===== src/rtl/mdu_pkg.sv =====
// Shared definitions for the multiply/divide unit: op codes, FSM states and
// the iteration counter width.
package mdu_pkg;
   localparam int MDU_N     = 32;
   localparam int MDU_CNT_W = $clog2(MDU_N);

   typedef enum logic [1:0] {
      MDU_MULT  = 2'd0,
      MDU_MULTU = 2'd1,
      MDU_DIV   = 2'd2,
      MDU_DIVU  = 2'd3
   } mdu_op_e;

   typedef enum logic [1:0] {
      ST_IDLE  = 2'd0,
      ST_ITER  = 2'd1,
      ST_FIXUP = 2'd2
   } mdu_state_e;

   function automatic logic mdu_is_div(input mdu_op_e op);
      return (op == MDU_DIV) || (op == MDU_DIVU);
   endfunction

   function automatic logic mdu_is_signed(input mdu_op_e op);
      return (op == MDU_MULT) || (op == MDU_DIV);
   endfunction
endpackage


===== src/rtl/mdu_cond_neg.sv =====
// W-bit conditional two's-complement negate: out = neg ? -in : in.
module mdu_cond_neg #(
   parameter int W = 32
) (
   input  logic [W-1:0] in_i,
   input  logic         neg_i,
   output logic [W-1:0] out_o
);
   assign out_o = neg_i ? (~in_i + W'(1)) : in_i;
endmodule


===== src/rtl/mult_div_unit.sv =====
// Iterative MIPS multiply/divide unit with HI/LO registers, one result bit per cycle.
// Define MDU_DIV_EN to build the restoring divider; otherwise DIV/DIVU complete at once with HI/LO untouched.
module mult_div_unit
   import mdu_pkg::*;
#(
   parameter int N = MDU_N
) (
   input  logic         clk,
   input  logic         reset,
   input  logic         start_i,
   input  logic [1:0]   op_i,
   input  logic [N-1:0] rs_data_i,
   input  logic [N-1:0] rt_data_i,
   input  logic         hi_we_i,
   input  logic         lo_we_i,
   output logic         busy_o,
   output logic         done_o,
   output logic [N-1:0] hi_o,
   output logic [N-1:0] lo_o,
   output logic [1:0]   dbg_state_o
);
   localparam int CW = (N == MDU_N) ? MDU_CNT_W : $clog2(N);

   mdu_state_e     state_q, state_d;
   mdu_op_e        op_q, op_d;
   logic           sa_q, sa_d;
   logic           sb_q, sb_d;
   logic [N-1:0]   m_q, m_d;
   logic [2*N-1:0] acc_q, acc_d;
   logic [CW-1:0]  cnt_q, cnt_d;
   logic [N-1:0]   hi_q, hi_d;
   logic [N-1:0]   lo_q, lo_d;
   logic           done_q, done_d;

   mdu_op_e        op_in;
   logic           in_signed;
   logic [N-1:0]   rs_mag, rt_mag;
   logic [N:0]     mul_sum;
   logic [2*N-1:0] mul_next, prod_fix;

   assign op_in     = mdu_op_e'(op_i);
   assign in_signed = mdu_is_signed(op_in);

   mdu_cond_neg #(.W(N)) u_rs_mag (
      .in_i (rs_data_i),
      .neg_i(in_signed & rs_data_i[N-1]),
      .out_o(rs_mag)
   );

   mdu_cond_neg #(.W(N)) u_rt_mag (
      .in_i (rt_data_i),
      .neg_i(in_signed & rt_data_i[N-1]),
      .out_o(rt_mag)
   );

   mdu_cond_neg #(.W(2*N)) u_prod_fix (
      .in_i (acc_q),
      .neg_i(mdu_is_signed(op_q) & (sa_q ^ sb_q)),
      .out_o(prod_fix)
   );

   // Multiply: acc = {partial, multiplier}; add multiplicand on the low bit, shift right with carry.
   always_comb begin
      mul_sum  = {1'b0, acc_q[2*N-1:N]} + (acc_q[0] ? {1'b0, m_q} : {(N+1){1'b0}});
      mul_next = {mul_sum, acc_q[N-1:1]};
   end

`ifdef MDU_DIV_EN
   logic [N-1:0]   rs_q, rs_d;
   logic [N:0]     div_rem, div_diff;
   logic [2*N-1:0] div_next;
   logic [N-1:0]   quo_fix, rem_fix;

   // Divide: acc = {remainder, dividend/quotient}; shift left, keep the subtraction if no borrow.
   always_comb begin
      div_rem  = {acc_q[2*N-1:N], acc_q[N-1]};
      div_diff = div_rem - {1'b0, m_q};
      if (div_diff[N]) div_next = {div_rem[N-1:0], acc_q[N-2:0], 1'b0};
      else             div_next = {div_diff[N-1:0], acc_q[N-2:0], 1'b1};
   end

   mdu_cond_neg #(.W(N)) u_quo_fix (
      .in_i (acc_q[N-1:0]),
      .neg_i(mdu_is_signed(op_q) & (sa_q ^ sb_q)),
      .out_o(quo_fix)
   );

   mdu_cond_neg #(.W(N)) u_rem_fix (
      .in_i (acc_q[2*N-1:N]),
      .neg_i(mdu_is_signed(op_q) & sa_q),
      .out_o(rem_fix)
   );

   always_ff @(posedge clk) begin
      if (reset) rs_q <= '0;
      else       rs_q <= rs_d;
   end
`endif

   always_comb begin
      state_d = state_q;
      op_d    = op_q;
      sa_d    = sa_q;
      sb_d    = sb_q;
      m_d     = m_q;
      acc_d   = acc_q;
      cnt_d   = cnt_q;
      hi_d    = hi_q;
      lo_d    = lo_q;
      done_d  = 1'b0;
`ifdef MDU_DIV_EN
      rs_d    = rs_q;
`endif
      case (state_q)
         ST_IDLE: begin
            if (start_i) begin
               op_d  = op_in;
               sa_d  = in_signed & rs_data_i[N-1];
               sb_d  = in_signed & rt_data_i[N-1];
               cnt_d = '0;
               if (mdu_is_div(op_in)) begin
`ifdef MDU_DIV_EN
                  m_d     = rt_mag;
                  acc_d   = {{N{1'b0}}, rs_mag};
                  rs_d    = rs_data_i;
                  state_d = ST_ITER;
`else
                  state_d = ST_FIXUP;
`endif
               end else begin
                  m_d     = rs_mag;
                  acc_d   = {{N{1'b0}}, rt_mag};
                  state_d = ST_ITER;
               end
            end else begin
               // start takes priority over MTHI/MTLO in the same cycle
               if (hi_we_i) hi_d = rs_data_i;
               if (lo_we_i) lo_d = rs_data_i;
            end
         end
         ST_ITER: begin
`ifdef MDU_DIV_EN
            acc_d = mdu_is_div(op_q) ? div_next : mul_next;
`else
            acc_d = mul_next;
`endif
            cnt_d = cnt_q + CW'(1);
            if (cnt_q == CW'(N-1)) begin
               cnt_d   = '0;
               state_d = ST_FIXUP;
            end
         end
         ST_FIXUP: begin
            if (!mdu_is_div(op_q)) {hi_d, lo_d} = prod_fix;
`ifdef MDU_DIV_EN
            else if (m_q == '0) begin
               hi_d = rs_q;
               lo_d = '1;
            end else begin
               hi_d = rem_fix;
               lo_d = quo_fix;
            end
`endif
            done_d  = 1'b1;
            state_d = ST_IDLE;
         end
         default: state_d = ST_IDLE;
      endcase
   end

   always_ff @(posedge clk) begin
      if (reset) begin
         state_q <= ST_IDLE;
         op_q    <= MDU_MULT;
         sa_q    <= 1'b0;
         sb_q    <= 1'b0;
         m_q     <= '0;
         acc_q   <= '0;
         cnt_q   <= '0;
         hi_q    <= '0;
         lo_q    <= '0;
         done_q  <= 1'b0;
      end else begin
         state_q <= state_d;
         op_q    <= op_d;
         sa_q    <= sa_d;
         sb_q    <= sb_d;
         m_q     <= m_d;
         acc_q   <= acc_d;
         cnt_q   <= cnt_d;
         hi_q    <= hi_d;
         lo_q    <= lo_d;
         done_q  <= done_d;
      end
   end

   assign busy_o      = (state_q != ST_IDLE);
   assign done_o      = done_q;
   assign hi_o        = hi_q;
   assign lo_o        = lo_q;
   assign dbg_state_o = state_q;
endmodule

===== config.mk =====
export PLATFORM = sky130hd
export DESIGN_NAME = mult_div_unit
export DESIGN_NICKNAME = d
export VERILOG_FILES = /design/src/rtl/mdu_pkg.sv /design/src/rtl/mdu_cond_neg.sv /design/src/rtl/mult_div_unit.sv
export SDC_FILE = /design/constraint.sdc
export NUM_CORES = 1
export LEC_CHECK = 0
export ABC_CLOCK_PERIOD_IN_PS = 4600
export CORE_MARGIN = 1
export CORE_UTILIZATION = 40
export CTS_BUF_LIST = sky130_fd_sc_hd__clkbuf_8 sky130_fd_sc_hd__clkbuf_16
export CTS_CLUSTER_DIAMETER = 150
export DETAILED_ROUTE_END_ITERATION = 8
export GPL_TIMING_DRIVEN = 0
export HOLD_SLACK_MARGIN = 0.02
export PLACE_DENSITY = 0.7
export SLEW_MARGIN = 25
export SYNTH_ARGS = -nofsm -noshare
export SYNTH_HDL_FRONTEND = slang
export SYNTH_HIERARCHICAL = 1
export SYNTH_SLANG_ARGS = --single-unit

===== constraint.sdc =====
create_clock -name clk -period 4.6 [get_ports clk]
set_clock_uncertainty 0.1 [all_clocks]
set_input_delay 1.38 -clock clk [delete_from_list [all_inputs] [get_ports clk]]
set_output_delay 1.38 -clock clk [all_outputs]
set_load 0.005 [all_outputs]

==> reports/qor.yml <==
worstMarginPinSlew_ns: 0.913
grt-ovfl-total: 0
cp.required_ns: 4.83
final_hold_viol_count: 0
die_h_um: 172
netSwitchingFraction_pct: 31.4
synthToLayoutAreaGrowth_pct: 21.1
wl_per_cell_um: 19.7
antenna_found_initial: 0
layout_commonest_cell: "nand2_1"
postRouteAntennaNets: 0
ys_ff_latch: 172
internal_power_mw: 2.84
peakVddDrop_uv: 257
clk_latency_ns: 0.45
synth_flop_cell: "dfxtp_1"
drv_slew: 0
hpwl_mm: 30.9
antenna_cells: 0
cts.sinks: 172
drt-initial-drc-count: 1138
cp_slowest_cell: "dfxtp_1"
hp-class: "reg -> reg"
hold_buffers: 0
path_clk_slew_ns: 0.07
cts_tree: "built"
cts-buffers-inserted: 17
cp.arrival_ns: 4.51
power.share.clock_pct: 35.0
port_buffers: 137
max_slew_margin_pct: 38.6
routed_wl_mm: 39.2
hold_slack_ns: 0.353
ys_types: 71
grt_pass1_vias: 10557
dieWidth_um: 172
power_frac_comb_pct: 24.0
synth_cells: 1442
setup_viol: 0
cts_resized: 0
dpl_cell_area_um2: 13400
path_common_cell: "nand2_1"
power_mw: 4.15
postSynthNetCount: 1551
clockRootBuffer: "clkbuf_16"
synth-async-reset-ratio_pct: 0
crit_path_start_kind: "register"
nets: 1707
cts_buffer_depth: 2
synth.avg_cell_area_um2: 7.99
critical-path-max-stage-delay_ns: 0.68
htreeDepth: 4
critPathMaxFanout: 10
route.vias.total: 11609
final_area_um2: 14000
start_util_pct: 41.0
num_rows: 61
crit_chain: "clkbuf_1, and2_1, ha_1, inv_1, fa_1, and2b_1, o2111ai_1, nand2_1, a31oi_1, o31ai_1, nand2_1, o41ai_2, xor2_1, a22o_1"
final_cell_mix: "nand2_1, dfxtp_1, xnor2_1"
seq_power_share_pct: 41.0
yosys_warnings: 6
clock.fmax_mhz: 234
max-cap-violations: 0
period_share_pct: 93.1
grt_setup_unrepaired: "false"
grt_usage_pct: 26.2
grt_pass1_wl_mm: 59.0
ios: 139
place.gp.congestion: 0.974
vias_per_cell: 5.84
period_needed_ns: 4.28
drc: 0
leakagePower_nw: 4.99
p_switching_mw: 1.30
syn-cell-area_um2: 11500
ys_seq_area_share_pct: 29.9
drive_gt1_share_pct: 5.78
fp.dieArea_um2: 29500
core_um2: 28100
p_per_area_nw_per_um2: 297
cts_setup_buffers: 0
crit_type: "reg -> reg"
outcome: "finished, final reports clean"
synth_enable_flop_cells: 0
finalSetupTns_ns: 0
crit_path_start: "acc_q[0]"
grt_max_degree: 17
holdCritStartpoint: "m_q[6]"
reg2reg_from: "acc_q[0]"
cp-end-kind: "register"
drt_pass1_iterations: 6
cells by family after synthesis:
logic type | synth area share, %
AO/OA/AOI/OAI | 26.6
XOR/XNOR | 11.6
adder cells (fa/ha/maj) | 4.19
buffers and inverters | 3.73
flip-flops | 29.9
multiplexers | 0.348
AND/OR/NAND/NOR | 23.6
registers in the layout (all words and copies together) (netlist names):
name,flops
acc_q,64
sb_q,1
sa_q,1
cnt_q,5
lo_o,32
done_o,1
hi_o,32
op_q,2
dbg_state_o,2
m_q,32
synthesized netlist by cell type (all sizes together), types with 2 or more instances:
library cell	instances	area share (%)
nand3b	3	0.20
nand4	16	1.1
a22o	20	1.5
nand2	191	6.2
mux2i	4	0.35
or2b	4	0.26
o2111ai	2	0.15
a311oi	32	2.4
clkbuf	74	2.4
inv	14	0.46
and2	32	1.7
a22oi	11	0.72
o21bai	6	0.42
nand3	15	0.65
dfxtp	172	30
o31ai	38	2.8
ha	37	4.0
a21oi	135	5.9
a31oi	3	0.16
o21a	4	0.26
nand2b	16	0.93
or3	14	0.76
nor4	20	2.2
nor3	15	0.74
o21ai	61	2.7
buf	20	0.86
nand4b	3	0.39
o211ai	2	0.13
xnor2	139	11
a31o	2	0.15
a211oi	67	4.4
o41ai	32	3.3
nor2	138	4.5
and3	4	0.22
or4	8	0.62
nor2b	41	2.2
xor2	14	1.1
a21o	15	0.98
or2	5	0.27
worst max-delay path: cells and delay by family (launching register included):
family	cells	cell delay (ns)
xor gates and xnor gates	1	0.11
AOI/OAI and AO/OA	5	1.19
DFF	1	0.68
and+or+nand+nor	4	0.85
adders and majority gates	2	0.63
buffers and inverters	2	0.62
final timing paths:
path / end / slack (ns) / cells after the start
setup / recovery: acc_q[61] / 0.32 / 14
hold / removal: m_q[6] / 0.35 / 2
setup reg to reg: acc_q[61] / 0.32 / 14
hold reg to reg: m_q[6] / 0.35 / 2
per-stage QoR:
stage / setup WS (ns) / std cells / util [%]
after floorplan: 1.42 / 1442 / -
after detailed placement: 0.479 / 1957 / 47.6
after global routing: 0.109 / 1988 / 49.7
after global placement: 0.529 / 1957 / 47.6
after CTS: 0.429 / 1988 / 49.6
final: 0.318 / 1988 / 49.7
power groups by stage:
stage                     logic, mW  clock network, mW  registers (mW)
after detailed placement      0.972                  0            1.73
after global routing           1.08               1.51            1.71
after floorplan               0.571                  0            1.70
after CTS                     0.978               1.45            1.70
final                         0.994               1.45            1.70
after global placement        0.957                  0            1.73
cell type report:
type	instances	area [um^2]
Timing Repair Buffer	137	1370
Sequential cell	172	3440
Fill cell	2781	14100
Buffer	94	377
Clock inverter	12	124
Clock buffer	19	453
Inverter	14	52.6
Multi-Input combinational cell	1162	7660
Tap cell	378	473
layer usage:
| layer | part of all wire, % | global-route usage, % |
|---|---|---|
| met3 | 8.7 | 4.83 |
| met5 | 0 | 0 |
| met2 | 43 | 40.5 |
| met4 | 2.8 | 8.39 |
| met1 | 45 | 36.6 |
(Power assumes the default switching activity.)
